[src/rtl/oc_guard_pkg.sv]
// Shared types and helpers for the overcurrent guard: channel state encoding and
// counter-width sizing.
package oc_guard_pkg;

  typedef enum logic [1:0] {
    StRun  = 2'd0,
    StTrip = 2'd1,
    StLock = 2'd2
  } oc_state_e;

  // Width able to hold 0..max_val, never narrower than one bit.
  function automatic int unsigned cnt_width(input int unsigned max_val);
    return (max_val < 1) ? 1 : $clog2(max_val + 1);
  endfunction

endpackage

[src/rtl/oc_channel.sv]
// One motor channel: OC synchronizer, glitch filter, RUN/TRIP/LOCK state machine with
// retry accounting, and the gated PWM enable.
module oc_channel
  import oc_guard_pkg::*;
#(
  parameter int unsigned OcFilt   = 16,
  parameter int unsigned CoolCyc  = 1_000_000,
  parameter int unsigned MaxRetry = 3
) (
  input  logic clk_i,
  input  logic rst_ni,
  input  logic oc_i,
  input  logic clr_i,
  input  logic pwm_on_i,
  output logic en_o,
  output logic tripped_o,
  output logic locked_o,
  output logic fault_d_o
);

  localparam int unsigned FiltW  = cnt_width(OcFilt);
  localparam int unsigned CycW   = $clog2(CoolCyc + 1);
  localparam int unsigned RetryW = cnt_width(MaxRetry);

  localparam logic [FiltW-1:0]  FiltMax  = FiltW'(OcFilt);
  localparam logic [CycW-1:0]   CycMax   = CycW'(CoolCyc);
  localparam logic [RetryW-1:0] RetryMax = RetryW'(MaxRetry);

  oc_state_e         state_q, state_d;
  logic              oc_meta_q, oc_sync_q;
  logic [FiltW-1:0]  filt_q, filt_d;
  logic [CycW-1:0]   cyc_q, cyc_d;
  logic [RetryW-1:0] retry_q, retry_d;
  logic              en_q, tripped_q, locked_q;

  always_comb begin
    state_d = state_q;
    filt_d  = '0;
    cyc_d   = cyc_q;
    retry_d = retry_q;
    unique case (state_q)
      StRun: begin
        if (oc_sync_q) begin
          filt_d = (filt_q == FiltMax) ? filt_q : filt_q + 1'b1;
          // Any overcurrent sample restarts the clean-run window.
          cyc_d  = '0;
          if (filt_d == FiltMax) begin
            state_d = StTrip;
            retry_d = (retry_q == RetryMax) ? retry_q : retry_q + 1'b1;
          end
        end else if (cyc_q != CycMax) begin
          cyc_d = cyc_q + 1'b1;
          if (cyc_d == CycMax) begin
            retry_d = '0;
          end
        end
      end
      StTrip: begin
        cyc_d = cyc_q + 1'b1;
        if (cyc_d == CycMax) begin
          cyc_d   = '0;
          state_d = (retry_q == RetryMax) ? StLock : StRun;
        end
      end
      StLock: begin
        if (clr_i) begin
          state_d = StRun;
          retry_d = '0;
          cyc_d   = '0;
        end
      end
      default: begin
        state_d = StRun;
        cyc_d   = '0;
        retry_d = '0;
      end
    endcase
  end

  always_ff @(posedge clk_i) begin
    if (!rst_ni) begin
      state_q   <= StRun;
      oc_meta_q <= 1'b0;
      oc_sync_q <= 1'b0;
      filt_q    <= '0;
      cyc_q     <= '0;
      retry_q   <= '0;
      en_q      <= 1'b0;
      tripped_q <= 1'b0;
      locked_q  <= 1'b0;
    end else begin
      state_q   <= state_d;
      oc_meta_q <= oc_i;
      oc_sync_q <= oc_meta_q;
      filt_q    <= filt_d;
      cyc_q     <= cyc_d;
      retry_q   <= retry_d;
      en_q      <= (state_d == StRun) && pwm_on_i;
      tripped_q <= (state_d == StTrip);
      locked_q  <= (state_d == StLock);
    end
  end

  assign en_o      = en_q;
  assign tripped_o = tripped_q;
  assign locked_o  = locked_q;
  // Next-state fault lets the top register fault_any in step with tripped/locked.
  assign fault_d_o = (state_d != StRun);

endmodule

[src/rtl/oc_guard.sv]
// Multi-channel motor overcurrent guard: shared PWM counter, per-channel protection
// channels, and a global fault flag.
module oc_guard
  import oc_guard_pkg::*;
#(
  parameter int unsigned N_CH      = 2,
  parameter int unsigned DUTY_W    = 8,
  parameter int unsigned OC_FILT   = 16,
  parameter int unsigned COOL_CYC  = 1_000_000,
  parameter int unsigned MAX_RETRY = 3
) (
  input  logic                     CLK100MHZ,
  input  logic                     rst_n,
  input  logic [N_CH*DUTY_W-1:0]   duty,
  input  logic [N_CH-1:0]          OC,
  input  logic [N_CH-1:0]          clr,
  output logic [N_CH-1:0]          EN,
  output logic [N_CH-1:0]          tripped,
  output logic [N_CH-1:0]          locked,
  output logic                     fault_any
);

  logic [DUTY_W-1:0] pwm_cnt_q;
  logic [N_CH-1:0]   fault_d;
  logic              fault_any_q;

  always_ff @(posedge CLK100MHZ) begin
    if (!rst_n) begin
      pwm_cnt_q   <= '0;
      fault_any_q <= 1'b0;
    end else begin
      pwm_cnt_q   <= pwm_cnt_q + 1'b1;
      fault_any_q <= |fault_d;
    end
  end

  for (genvar i = 0; i < N_CH; i++) begin : g_ch
    logic pwm_on;
    assign pwm_on = (pwm_cnt_q < duty[i*DUTY_W +: DUTY_W]);

    oc_channel #(
      .OcFilt   (OC_FILT),
      .CoolCyc  (COOL_CYC),
      .MaxRetry (MAX_RETRY)
    ) u_ch (
      .clk_i     (CLK100MHZ),
      .rst_ni    (rst_n),
      .oc_i      (OC[i]),
      .clr_i     (clr[i]),
      .pwm_on_i  (pwm_on),
      .en_o      (EN[i]),
      .tripped_o (tripped[i]),
      .locked_o  (locked[i]),
      .fault_d_o (fault_d[i])
    );
  end

  assign fault_any = fault_any_q;

endmodule

[config.mk]
export PLATFORM = sky130hd
export DESIGN_NAME = oc_guard
export DESIGN_NICKNAME = d
export VERILOG_FILES = /design/src/rtl/oc_guard_pkg.sv /design/src/rtl/oc_channel.sv /design/src/rtl/oc_guard.sv
export SDC_FILE = /design/constraint.sdc
export NUM_CORES = 1
export LEC_CHECK = 0
export ABC_AREA = 1
export ABC_CLOCK_PERIOD_IN_PS = 4400
export BUFFER_PORTS_ARGS = -buffer_cell sky130_fd_sc_hd__buf_2
export CORE_AREA = 5 5 102 104
export DETAILED_ROUTE_END_ITERATION = 7
export DIE_AREA = 0 0 107 109
export PLACE_DENSITY = 0.79
export SLEW_MARGIN = 20
export SYNTH_ARGS = -nofsm -noshare
export SYNTH_HDL_FRONTEND = slang
export SYNTH_HIERARCHICAL = 1
export SYNTH_SLANG_ARGS = --single-unit
[constraint.sdc]
create_clock -name CLK100MHZ -period 4.4 [get_ports CLK100MHZ]
set_input_delay 0.88 -clock CLK100MHZ [delete_from_list [all_inputs] [get_ports CLK100MHZ]]
set_output_delay 0.88 -clock CLK100MHZ [all_outputs]
set_load 0.05 [all_outputs]
# Word level (Yosys, flattened, before mapping)
# Index checks and enable logic that the tools add are counted.
[totals]
in_bits = 22
out_inout_bits = 7
word_cells = 112
regBits = 77
[op_classes]
mux = 38
n_addsub = 7
reduce_logical = 15
bitwise = 2
eq_ne = 28
order_cmp = 2
[ops]
columns = ["cell", "n"]
rows = [
  ["$mux 20", 8],
  ["$pmux 20 s3", 2],
  ["$mux 2", 22],
  ["$add 20x1->20 const B", 2],
  ["$eq 20x20->1 const B", 2],
  ["$ne 20x20->1 const B", 2],
  ["$pmux 2 s3", 4],
  ["$eq 5x5->1 const B", 4],
  ["$lt 8x8->1", 2],
  ["$eq 2x2->1 const B", 6],
  ["$ne 3x1->1 const B", 4],
  ["$ne 3x3->1 const B", 4],
  ["$reduce_and 6->1", 2],
  ["$add 5x1->5 const B", 2],
  ["$mux 5", 2],
  ["$add 8x1->8 const B", 1],
  ["$eq 2x1->1 const B", 4],
  ["$logic_not 2->1", 4],
  ["$reduce_and 3->1", 2],
  ["$add 2x1->2 const B", 2],
  ["$ne 2x2->1 const B", 2],
  ["$reduce_and 2->1", 2],
  ["$reduce_bool 2->1", 2],
  ["$logic_and 1x1->1", 2],
  ["other kinds (2)", 3],
]

# Logic depth before layout (Yosys ltp)
[depth]
word_depth = 8
ltp_mapped = 17
ltp_nobuf = 17

# Cells and area by module
# Netlist, hierarchy kept.
[by_module_without_submodules]
columns = ["module", "cells_each", "seq_area_each_um2", "area_per_inst_um2", "instances"]
rows = [
  ["oc_channel (g_ch[0].u_ch)", 338, 680.7, 2145.8, 1],
  ["oc_channel (g_ch[1].u_ch)", 338, 680.7, 2119.5, 1],
  ["oc_guard", 103, 180.2, 711.9, 1],
]

# Worst setup path after synthesis
# No wires, ideal clock.
[synth_timing]
path_kind = "register -> register"
from = "register g_ch[0].u_ch.cyc_q[0]"
to = "register fault_any_q (netlist: fault_any)"
setup_ns = 0.114
t_arrival_ns = 1.859
path_buffers = 0
setup_slack_ns = 2.427
required_time_ns = 4.286
stages_incl_launch_ff = 17
period_less_slack_ns = 1.973
cell_sequence = "dfxtp_1 > ha_1 > nand2_1 > nor2_4 > nand3_2 > nor2_2 > nand2_1 > nand2_1 > nand2_1 > nor2_2 > nand3_2 > nand2_2 > o21ai_2 > inv_2 > nand2_1 > nor2_1 > nor2_1"
[synth_between]
elab_chain_len = 6
[synth_lines]
columns = ["item", "line", "rtl"]
rows = [
  ["from (decl)", "oc_channel.sv:32", "logic [CycW-1:0] cyc_q, cyc_d;"],
  ["from (signal assigned)", "oc_channel.sv:96", "cyc_q <= cyc_d;"],
  ["$add 20x1->20", "oc_channel.sv:59", "cyc_d = cyc_q + 1'b1;"],
  ["$eq 20x20->1", "oc_channel.sv:60", "if (cyc_d == CycMax) begin"],
  ["$mux 2", "oc_channel.sv:60", ""],
  ["$pmux 2 s3", "oc_channel.sv:41", "unique case (state_q)"],
  ["$reduce_bool 2->1", "oc_channel.sv:108", "assign fault_d_o = (state_d != StRun);"],
  ["named net fault_d[0]", "oc_guard.sv:24", "logic [N_CH-1:0] fault_d;"],
  ["$reduce_or 2->1", "oc_guard.sv:33", "fault_any_q <= |fault_d;"],
  ["to (signal assigned)", "oc_guard.sv:33", ""],
  ["to (decl)", "oc_guard.sv:25", "logic fault_any_q;"],
]
# The timed path passes the listed nets, and every way through them passes these cells.
# A chain may end at the register's enable or synchronous reset.

# Final worst setup path
[layout_timing]
from = "register g_ch[1].u_ch.oc_sync_q"
to = "register g_ch[1].u_ch.cyc_q[18]"
[layout_between]
elab_chain_len = 2
word_cells_on_any_way = 4
classes_between = "eq/ne (1); mux (2); reduce/logical (1)"
[layout_lines]
columns = ["item", "line", "rtl"]
rows = [
  ["from (decl)", "oc_channel.sv:30", "logic oc_meta_q, oc_sync_q;"],
  ["from (signal assigned)", "oc_channel.sv:94", "oc_sync_q <= oc_meta_q;"],
  ["$mux 20 / $ne 3x1->1 (equally long branches)", "--", ""],
  ["$pmux 20 s3 / $reduce_and 2->1 (equally long branches)", "--", ""],
  ["to (signal assigned)", "oc_channel.sv:96", ""],
  ["to (decl)", "oc_channel.sv:32", ""],
]
# Several ways; a longest one is shown, not always the timed one.

==> impl_metrics.py <==
metrics = {
    "synth": {
        "synth.top_cells.by_area": "dfxtp_1, nand2_1, inv_1",
        "synth_most_common_cell": "nand2_1",
        "synth_cells": 779,
        "yosysTopAreaCell": "dfxtp_1",
        "async_reset_ff_share_pct": 0,
        "synth-seq-cells": 77,
        "avgSynthCellArea_um2": 6.39,
        "synth_warnings": 6,
        "synth_flop_cell": "dfxtp_1",
        "synth.top_cell.area_share_pct": 31.0,
        "synth-edff-count": 0,
        "synth.distinct_cells": 33,
        "synthesis.nets": 826,
        "syn_area_um2": 4980,
        "yosysSeqAreaShare_pct": 31.0,
        "synth_commonest_cells": "nand2_1, inv_1, nor2_1",
    },
    "power": {
        "powerDensity_nw_per_um2": 242,
        "p_leak_nw": 2.23,
        "irDropWorstVdd_uv": 222,
        "finalPower_mw": 1.30,
    },
    "drt": {
        "ant_nets": 0,
        "drt-pass1-iter-count": 5,
        "post_drt_wl_per_cell_um": 12.1,
        "drcViolationCount": 0,
        "vias": 4796,
        "vias_per_cell": 5.21,
        "drtIter0Drc": 320,
        "drt-total-wl_mm": 11.2,
    },
    "critical_path": {
        "crit_path_end_kind": "flop",
        "cp.required_ns": 4.59,
        "cp_data_arrival_time_ns": 2.69,
        "start_kind": "flop",
        "critPathKind": "flop to flop",
        "path_max_fanout": 21,
    },
    "timing": {
        "max_slew_margin_pct": 45.4,
        "finClkSkew_ns": 0.00930,
        "fin_hold_ws_ns": 0.413,
        "period_needed_ns": 2.49,
        "tns_ns": 0,
        "max_freq_mhz": 401,
        "drv_slew": 0,
        "rsz0062_at_grt": "false",
        "worst_pin_slew_ns": 0.818,
        "fin_crit_sh_pct": 56.7,
        "setup_viol": 0,
        "hold_viol": 0,
    },
    "cts": {
        "cts_hold_buf": 0,
        "cts_buffers": 9,
        "clockBufferDepth": 2,
        "root_buffer": "clkbuf_8",
        "h-tree-depth": 3,
        "cts.repair.resized": 0,
        "cts.sinks": 77,
        "cts_tree": "done",
        "insertion_delay_ns": 0.35,
        "clkTransAtPathRegs_ns": 0.07,
        "cts_setup_buffers": 0,
    },
    "global_routing": {
        "grt_max_degree": 25,
        "grt_pass1_wl_mm": 19.2,
        "first_global_vias": 4337,
        "overflow": 0,
        "antenna_found_initial": 0,
        "grt_use_total_pct": 20.0,
    },
    "run": {
        "maxCapViolations": 0,
    },
    "placement": {
        "gp_congestion": 0.941,
        "io_buffers": 28,
        "placed_cells": 905,
        "placed_area_um2": 5190,
        "dp_hpwl_mm": 8.21,
    },
    "die": {
        "die-area_um2": 11700,
        "die_h_um": 109,
        "pin_count": 29,
        "coreArea_um2": 9460,
        "row_count": 36,
        "die_x_um": 107,
        "start_util_pct": 52.6,
    },
    "final_layout": {
        "n_antenna_cell": 0,
        "layout.nets": 849,
        "stdcell_count": 921,
        "stdcell_area_um2": 5370,
        "area_delta_synth_final_pct": 7.79,
        "drive_gt1_share_pct": 10.4,
    },
    "run_status": {
        "status": "completed",
    },
    "hold_path": {
        "hp-class": "flop to flop",
    },
}
worst paths after layout:
kind / end / startpoint / slack, ns / depth (start not counted)
hold / removal: g_ch[1].u_ch/oc_sync_q / g_ch[1].u_ch/oc_meta_q / 0.41 / 2
hold reg to reg: g_ch[1].u_ch/oc_sync_q / g_ch[1].u_ch/oc_meta_q / 0.41 / 2
setup reg to reg: g_ch[1].u_ch/cyc_q[18] / g_ch[1].u_ch/oc_sync_q / 1.91 / 10
setup / recovery: g_ch[1].u_ch/cyc_q[18] / g_ch[1].u_ch/oc_sync_q / 1.91 / 10
cell type report:
cell class | count | area [um2]
clock inverter | 3 | 20.0
inverter | 110 | 413
multi-input combinational | 576 | 2950
fill | 916 | 4090
tap | 114 | 143
sequential | 77 | 1540
clock buffer | 13 | 159
timing repair buffer | 28 | 140
flip-flops by register name (all words and copies together) (netlist names):
| signal | count |
|---|---|
| fault_any | 1 |
| g_ch.u_ch/cyc_q | 40 |
| g_ch.u_ch/en_o | 2 |
| g_ch.u_ch/filt_q | 10 |
| g_ch.u_ch/locked_o | 2 |
| g_ch.u_ch/oc_meta_q | 2 |
| g_ch.u_ch/oc_sync_q | 2 |
| g_ch.u_ch/retry_q | 4 |
| g_ch.u_ch/state_q | 4 |
| g_ch.u_ch/tripped_o | 2 |
| pwm_cnt_q | 8 |
where the power goes:
| part | switching (mW) | internal [mW] | total [mW] | leakage, nW |
|---|---|---|---|---|
| clock network | 0.252 | 0.235 | 0.488 | 0.0857 |
| registers | 0.0137 | 0.708 | 0.722 | 0.624 |
| logic | 0.0540 | 0.0331 | 0.0871 | 1.52 |
| total | 0.320 | 0.977 | 1.30 | 2.23 |
per-layer routing:
layer	GRT usage, %	vias to the layer above	wire length (um)
met4	7.31	0	121
met3	3.43	12	602
met5	0	-	0
met2	33.5	126	5140
met1	26.1	2104	5320
li1	-	2554	-
through the flow:
| step | util, % | setup slack, ns |
|---|---|---|
| global route | 56.7 | 1.62 |
| detailed placement | 54.8 | 1.87 |
| CTS | 56.7 | 1.92 |
| finish | 56.7 | 1.91 |
| global placement | 54.8 | 1.93 |
| floorplan | - | 2.43 |
cells by family after synthesis:
family                   synth area share [%]
AO/OA/AOI/OAI                            12.4
XOR/XNOR                                 2.11
adder cells (fa/ha/maj)                  6.28
buffers and inverters                    9.78
flip-flops                               31.0
AND/OR/NAND/NOR                          38.5
worst max-delay path: stages (launching register included):
cell	delay, ns
dfxtp_1	0.32
inv_1	0.35
nand2_1	0.18
nor2_1	0.11
nand3_1	0.09
nand2_1	0.60
inv_1	0.17
nand2_1	0.30
nor2_1	0.09
nand2_1	0.07
a21oi_1	0.06
cell usage in the layout, fill, tap and decap left out, drive strengths merged, types with 7 or more instances in the layout:
master / count
a21oi: 64
buf: 28
clkbuf: 13
dfxtp: 77
ha: 25
inv: 110
nand2: 238
nand3: 44
nand4: 21
nor2: 117
nor3: 7
o2111ai: 9
o211ai: 12
o21ai: 14
xor2: 11
Power figures use the tool's default switching activity.
